## src/rtl/ita_activation_ctrl_pkg.sv

```systemverilog
// Shared types and constants for the ITA activation control slice.
package ita_package;

    localparam int unsigned N           = 16;
    localparam int unsigned ACT_LATENCY = 2;

    typedef enum logic [1:0] {
        IDENTITY = 2'd0,
        GELU     = 2'd1,
        RELU     = 2'd2
    } activation_e;

    typedef logic [N-1:0][7:0] requant_oup_t;

    typedef enum logic [1:0] {
        ST_IDLE  = 2'd0,
        ST_RUN   = 2'd1,
        ST_DRAIN = 2'd2
    } act_state_e;

endpackage

```

## src/rtl/ita_activation_ctrl_fifo.sv

```systemverilog
// ita_act_fifo: power-of-two circular buffer with simultaneous push/pop.
module ita_act_fifo #(
    parameter int unsigned WIDTH = 8,
    parameter int unsigned DEPTH = 4
) (
    input  logic                   clk_i,
    input  logic                   rst_ni,
    input  logic                   push_i,
    input  logic [WIDTH-1:0]       data_i,
    input  logic                   pop_i,
    output logic [WIDTH-1:0]       data_o,
    output logic                   full_o,
    output logic                   empty_o,
    output logic [$clog2(DEPTH):0] count_o
);
    localparam int unsigned AW = $clog2(DEPTH);

    logic [WIDTH-1:0] mem_q [DEPTH];
    logic [AW-1:0]    wr_q, rd_q;
    logic [AW:0]      cnt_q;
    logic             do_push, do_pop;

    assign full_o  = (cnt_q == DEPTH[AW:0]);
    assign empty_o = (cnt_q == '0);
    assign count_o = cnt_q;
    assign do_push = push_i && !full_o;
    assign do_pop  = pop_i && !empty_o;
    // Head reads as zero when empty so the output port has a defined reset value.
    assign data_o  = empty_o ? '0 : mem_q[rd_q];

    always_ff @(posedge clk_i) begin
        if (do_push) mem_q[wr_q] <= data_i;
    end

    always_ff @(posedge clk_i or negedge rst_ni) begin
        if (!rst_ni) begin
            wr_q  <= '0;
            rd_q  <= '0;
            cnt_q <= '0;
        end else begin
            if (do_push) wr_q <= wr_q + 1'b1;
            if (do_pop)  rd_q <= rd_q + 1'b1;
            if (do_push && !do_pop)      cnt_q <= cnt_q + 1'b1;
            else if (do_pop && !do_push) cnt_q <= cnt_q - 1'b1;
        end
    end

    a_no_overflow: assert property (@(posedge clk_i) disable iff (!rst_ni) !(push_i && full_o));

endmodule

```

## src/rtl/ita_activation_ctrl.sv

```systemverilog
// Activation job controller: sequences vectors through the datapath and buffers results.
// Optional stall counter port enabled by defining ITA_ACT_CTRL_PERF_EN.
module ita_activation_ctrl
    import ita_package::*;
#(
    parameter int unsigned N          = ita_package::N,
    parameter int unsigned FIFO_DEPTH = 4
) (
    input  logic         clk_i,
    input  logic         rst_ni,
    input  logic         cfg_valid_i,
    output logic         cfg_ready_o,
    input  activation_e  cfg_activation_i,
    input  logic [15:0]  cfg_len_i,
    input  logic         in_valid_i,
    output logic         in_ready_o,
    output activation_e  act_activation_o,
    output logic         act_calc_en_o,
    output logic         act_calc_en_q_o,
    input  requant_oup_t act_data_i,
    output logic         out_valid_o,
    input  logic         out_ready_i,
    output requant_oup_t out_data_o,
    output logic         out_last_o,
    output logic         busy_o,
    output logic         done_o
`ifdef ITA_ACT_CTRL_PERF_EN
    ,
    output logic [31:0]  stall_cnt_o
`endif
);
    localparam int unsigned DW = 8 * N;
    localparam int unsigned CW = $clog2(FIFO_DEPTH) + 1;

    act_state_e  state_q;
    activation_e act_q;
    logic [15:0] len_q, cnt_q;
    logic        pipe_v_q, pipe_l_q;

    logic          accept, beat_last, pop;
    logic [CW-1:0] fifo_cnt;
    logic [CW:0]   used;
    logic [DW:0]   fifo_dout;
    logic          fifo_full, fifo_empty;

    // The accept cycle is the first latency stage; pipe_*_q is the second,
    // during which the datapath result is present and pushed.
    assign used       = {1'b0, fifo_cnt} + {{CW{1'b0}}, pipe_v_q};
    assign in_ready_o = (state_q == ST_RUN) && (len_q != '0) && (used < FIFO_DEPTH[CW:0]);
    assign accept     = in_valid_i && in_ready_o;
    assign beat_last  = (cnt_q == len_q - 16'd1);
    assign pop        = out_valid_o && out_ready_i;

    assign cfg_ready_o      = (state_q == ST_IDLE);
    assign busy_o           = (state_q != ST_IDLE);
    assign act_activation_o = act_q;
    assign act_calc_en_o    = accept;
    assign act_calc_en_q_o  = pipe_v_q;
    assign out_valid_o      = !fifo_empty;
    assign out_last_o       = fifo_dout[DW];
    assign out_data_o       = fifo_dout[DW-1:0];
    assign done_o           = ((state_q == ST_RUN) && (len_q == '0)) ||
                              ((state_q == ST_DRAIN) && pop && out_last_o);

    always_ff @(posedge clk_i or negedge rst_ni) begin
        if (!rst_ni) begin
            state_q  <= ST_IDLE;
            act_q    <= IDENTITY;
            len_q    <= '0;
            cnt_q    <= '0;
            pipe_v_q <= 1'b0;
            pipe_l_q <= 1'b0;
        end else begin
            pipe_v_q <= accept;
            pipe_l_q <= accept && beat_last;
            case (state_q)
                ST_IDLE: begin
                    if (cfg_valid_i) begin
                        act_q   <= cfg_activation_i;
                        len_q   <= cfg_len_i;
                        cnt_q   <= '0;
                        state_q <= ST_RUN;
                    end
                end
                ST_RUN: begin
                    if (len_q == '0) begin
                        state_q <= ST_IDLE;
                        act_q   <= IDENTITY;
                    end else if (accept) begin
                        cnt_q <= cnt_q + 16'd1;
                        if (beat_last) state_q <= ST_DRAIN;
                    end
                end
                ST_DRAIN: begin
                    if (done_o) begin
                        state_q <= ST_IDLE;
                        act_q   <= IDENTITY;
                    end
                end
                default: state_q <= ST_IDLE;
            endcase
        end
    end

    ita_act_fifo #(
        .WIDTH (DW + 1),
        .DEPTH (FIFO_DEPTH)
    ) u_fifo (
        .clk_i   (clk_i),
        .rst_ni  (rst_ni),
        .push_i  (pipe_v_q),
        .data_i  ({pipe_l_q, act_data_i}),
        .pop_i   (pop),
        .data_o  (fifo_dout),
        .full_o  (fifo_full),
        .empty_o (fifo_empty),
        .count_o (fifo_cnt)
    );

`ifdef ITA_ACT_CTRL_PERF_EN
    logic [31:0] stall_q;
    assign stall_cnt_o = stall_q;

    always_ff @(posedge clk_i or negedge rst_ni) begin
        if (!rst_ni) begin
            stall_q <= '0;
        end else if ((state_q == ST_IDLE) && cfg_valid_i) begin
            stall_q <= '0;
        end else if ((state_q == ST_RUN) && in_valid_i && !in_ready_o && (stall_q != '1)) begin
            stall_q <= stall_q + 32'd1;
        end
    end
`endif

endmodule

```

## config.mk

```make
export PLATFORM = sky130hd
export DESIGN_NAME = ita_activation_ctrl
export DESIGN_NICKNAME = d
export VERILOG_FILES = /design/src/rtl/ita_activation_ctrl_pkg.sv /design/src/rtl/ita_activation_ctrl_fifo.sv /design/src/rtl/ita_activation_ctrl.sv
export SDC_FILE = /design/constraint.sdc
export NUM_CORES = 1
export LEC_CHECK = 0
export ABC_AREA = 1
export CORE_MARGIN = 5
export CORE_UTILIZATION = 55
export DETAILED_ROUTE_END_ITERATION = 10
export PLACE_DENSITY = 0.78
export SLEW_MARGIN = 20
export SYNTH_ARGS = -nofsm -noshare
export SYNTH_HDL_FRONTEND = slang
export SYNTH_HIERARCHICAL = 1
export SYNTH_SLANG_ARGS = --single-unit
```

## constraint.sdc

```tcl
create_clock -name clk_i -period 17.7 [get_ports clk_i]
set_input_delay 2.655 -clock clk_i [delete_from_list [all_inputs] [get_ports clk_i]]
set_output_delay 2.655 -clock clk_i [all_outputs]
set_load 0.02 [all_outputs]
```

==> results_dict.tcl <==
set metrics [dict create \
    clk_pin_slew_worst_paths_ns 0.06 \
    die_height_um 223 \
    post_cts_resized 0 \
    start_util_pct 55.5 \
    required_ns 15.05 \
    gp_congestion 0.865 \
    final_cell_mix "nand2_1 (615), inv_1 (581), edfxtp_1 (516), nand3_1 (298), clkdlybuf4s50_1 (287)" \
    drv_slew 0 \
    area_growth_pct 20.1 \
    post-route-period-util_pct 41.0 \
    cts_tree "built" \
    tightest_slew_ns 1.19 \
    die_width_um 223 \
    vias 17504 \
    port-buffer-count 288 \
    grt_usage_pct 22.9 \
    vdd_drop_max_uv 140 \
    cap_violations 0 \
    cts_max_level 2 \
    min_path_cells 2 \
    yosysWarnings 6 \
    final_antenna_net_count 0 \
    wl_mm 58.4 \
    p_per_area_mw_per_mm2 164 \
    end_kind "output pin" \
    cts_inserted_buffers 56 \
    clockRootBuffer "clkbuf_16" \
    max_freq_mhz 138 \
    finalSetupTns_ns 0 \
    overflow 0 \
    cts.path.max_buffers 3 \
    numClockSinks 561 \
    final_common_cell "nand2_1" \
    antenna_found_initial 5 \
    drive_gt1_share_pct 4.82 \
    power.total_mw 4.92 \
    dr.pass1.iters 8 \
    drtIter0Drc 1336 \
    rsz0062_at_grt "no" \
    core_area_mm2 0.0452 \
    rr_worst_depth 6 \
    maxSlewHeadroom_pct 20.8 \
    start_kind "register" \
    grt_start_max_net_pins 217 \
    min_to "act_activation_o[1]" \
    syn-cell-area_mm2 0.0251 \
    fillers 3225 \
    hold_viol 0 \
    setup_viol_count_final 0 \
    insertion_delay_ns 0.61 \
    row_count 78 \
    grt_pass1_wl_mm 91.6 \
    p_leak_nw 12.9 \
    post-cts-setup-buffers 0 \
    wl_per_cell_um 17.2 \
    status "completed" \
    critPathMaxFanout 101 \
    holdCritStartpoint "act_activation_o[1]" \
    dieArea_mm2 0.0499 \
    cp-startpoint "u_fifo/rd_q[0]" \
    hpwl_mm 33.3 \
    first_global_vias 17577 \
    synth.avg_cell_area_um2 10.1 \
    rr_endpoint "u_fifo/mem_q[1][108]" \
    synth_nets 2646 \
    nets 2897 \
    rr_startpoint "u_fifo/count_o[0]" \
    worst-setup-path-type "register to output pin" \
    synth_cells 2482 \
    min_path_type "register to register" \
    ff2ff_setup_slack_ns 14.64 \
    io_pins 289 \
    arrival_ns 4.61 \
    avgViaCountPerCell 5.17 \
    fin_crit_ns 7.26 \
    hold_buffers 0 \
    final_util_pct 66.6 \
    drc_errors 0 \
    skew_ns 0.0182 \
]
==> through the flow <==
stage	setup slack, ns	instances	hold WS (ns)	cell area (µm²)
after floorplan	10.98	2482	0.455	25100
after global placement	10.91	3275	0.471	28300
after detailed placement	10.93	3275	0.489	28300
after CTS	10.46	3380	0.506	30100
after global routing	10.16	3384	0.516	30100
final	10.44	3384	0.504	30100
==> flip-flops by register name (all words and copies together), names as in the netlist <==
register / count
len_q: 16
u_fifo/wr_q: 2
u_fifo/mem_q: 516
act_activation_o: 2
state_q: 2
pipe_l_q: 1
act_calc_en_q_o: 1
u_fifo/count_o: 3
u_fifo/rd_q: 2
cnt_q: 16
==> layer usage <==
layer | vias to the layer above | global-route usage, % | wire length (µm)
met4 | 2 | 7.83 | 1540
met1 | 8319 | 29.2 | 23100
met2 | 696 | 39.5 | 29200
met3 | 117 | 4.62 | 4470
met5 | - | 0 | 8
li1 | 8370 | - | -
==> worst max-delay path, cell delays in order (launching register included) <==
cell	delay, ns
dfrtp_4	0.70
inv_8	0.54
buf_4	0.93
buf_4	0.69
nand2_1	0.14
nand3_1	0.12
a21oi_1	0.10
clkdlybuf4s50_1	0.59
==> area by class of cell <==
cell class | instances | area (µm²) | share of cell area, %
tap | 600 | 751 | 2.49
multi-input combinational | 1225 | 5650 | 18.8
sequential | 561 | 16600 | 55.2
timing repair buffer | 301 | 3030 | 10.1
clock buffer | 66 | 1470 | 4.88
antenna | 4 | 10.0 | 0.0333
inverter | 588 | 2220 | 7.37
clock inverter | 39 | 340 | 1.13
==> how the worst max path moves through the flow <==
stage | endpoint
finish | out_data_o[98]
global placement | done_o
floorplan | u_fifo/mem_q[0][0]
global route | out_data_o[98]
CTS | out_data_o[98]
detailed placement | done_o
==> power breakdown <==
| group | switching [mW] | internal [mW] |
|---|---|---|
| sequential | 0.0809 | 1.60 |
| combinational | 1.32 | 0.771 |
| clock | 0.486 | 0.666 |
Note: power is estimated with default switching activity, not from simulation.
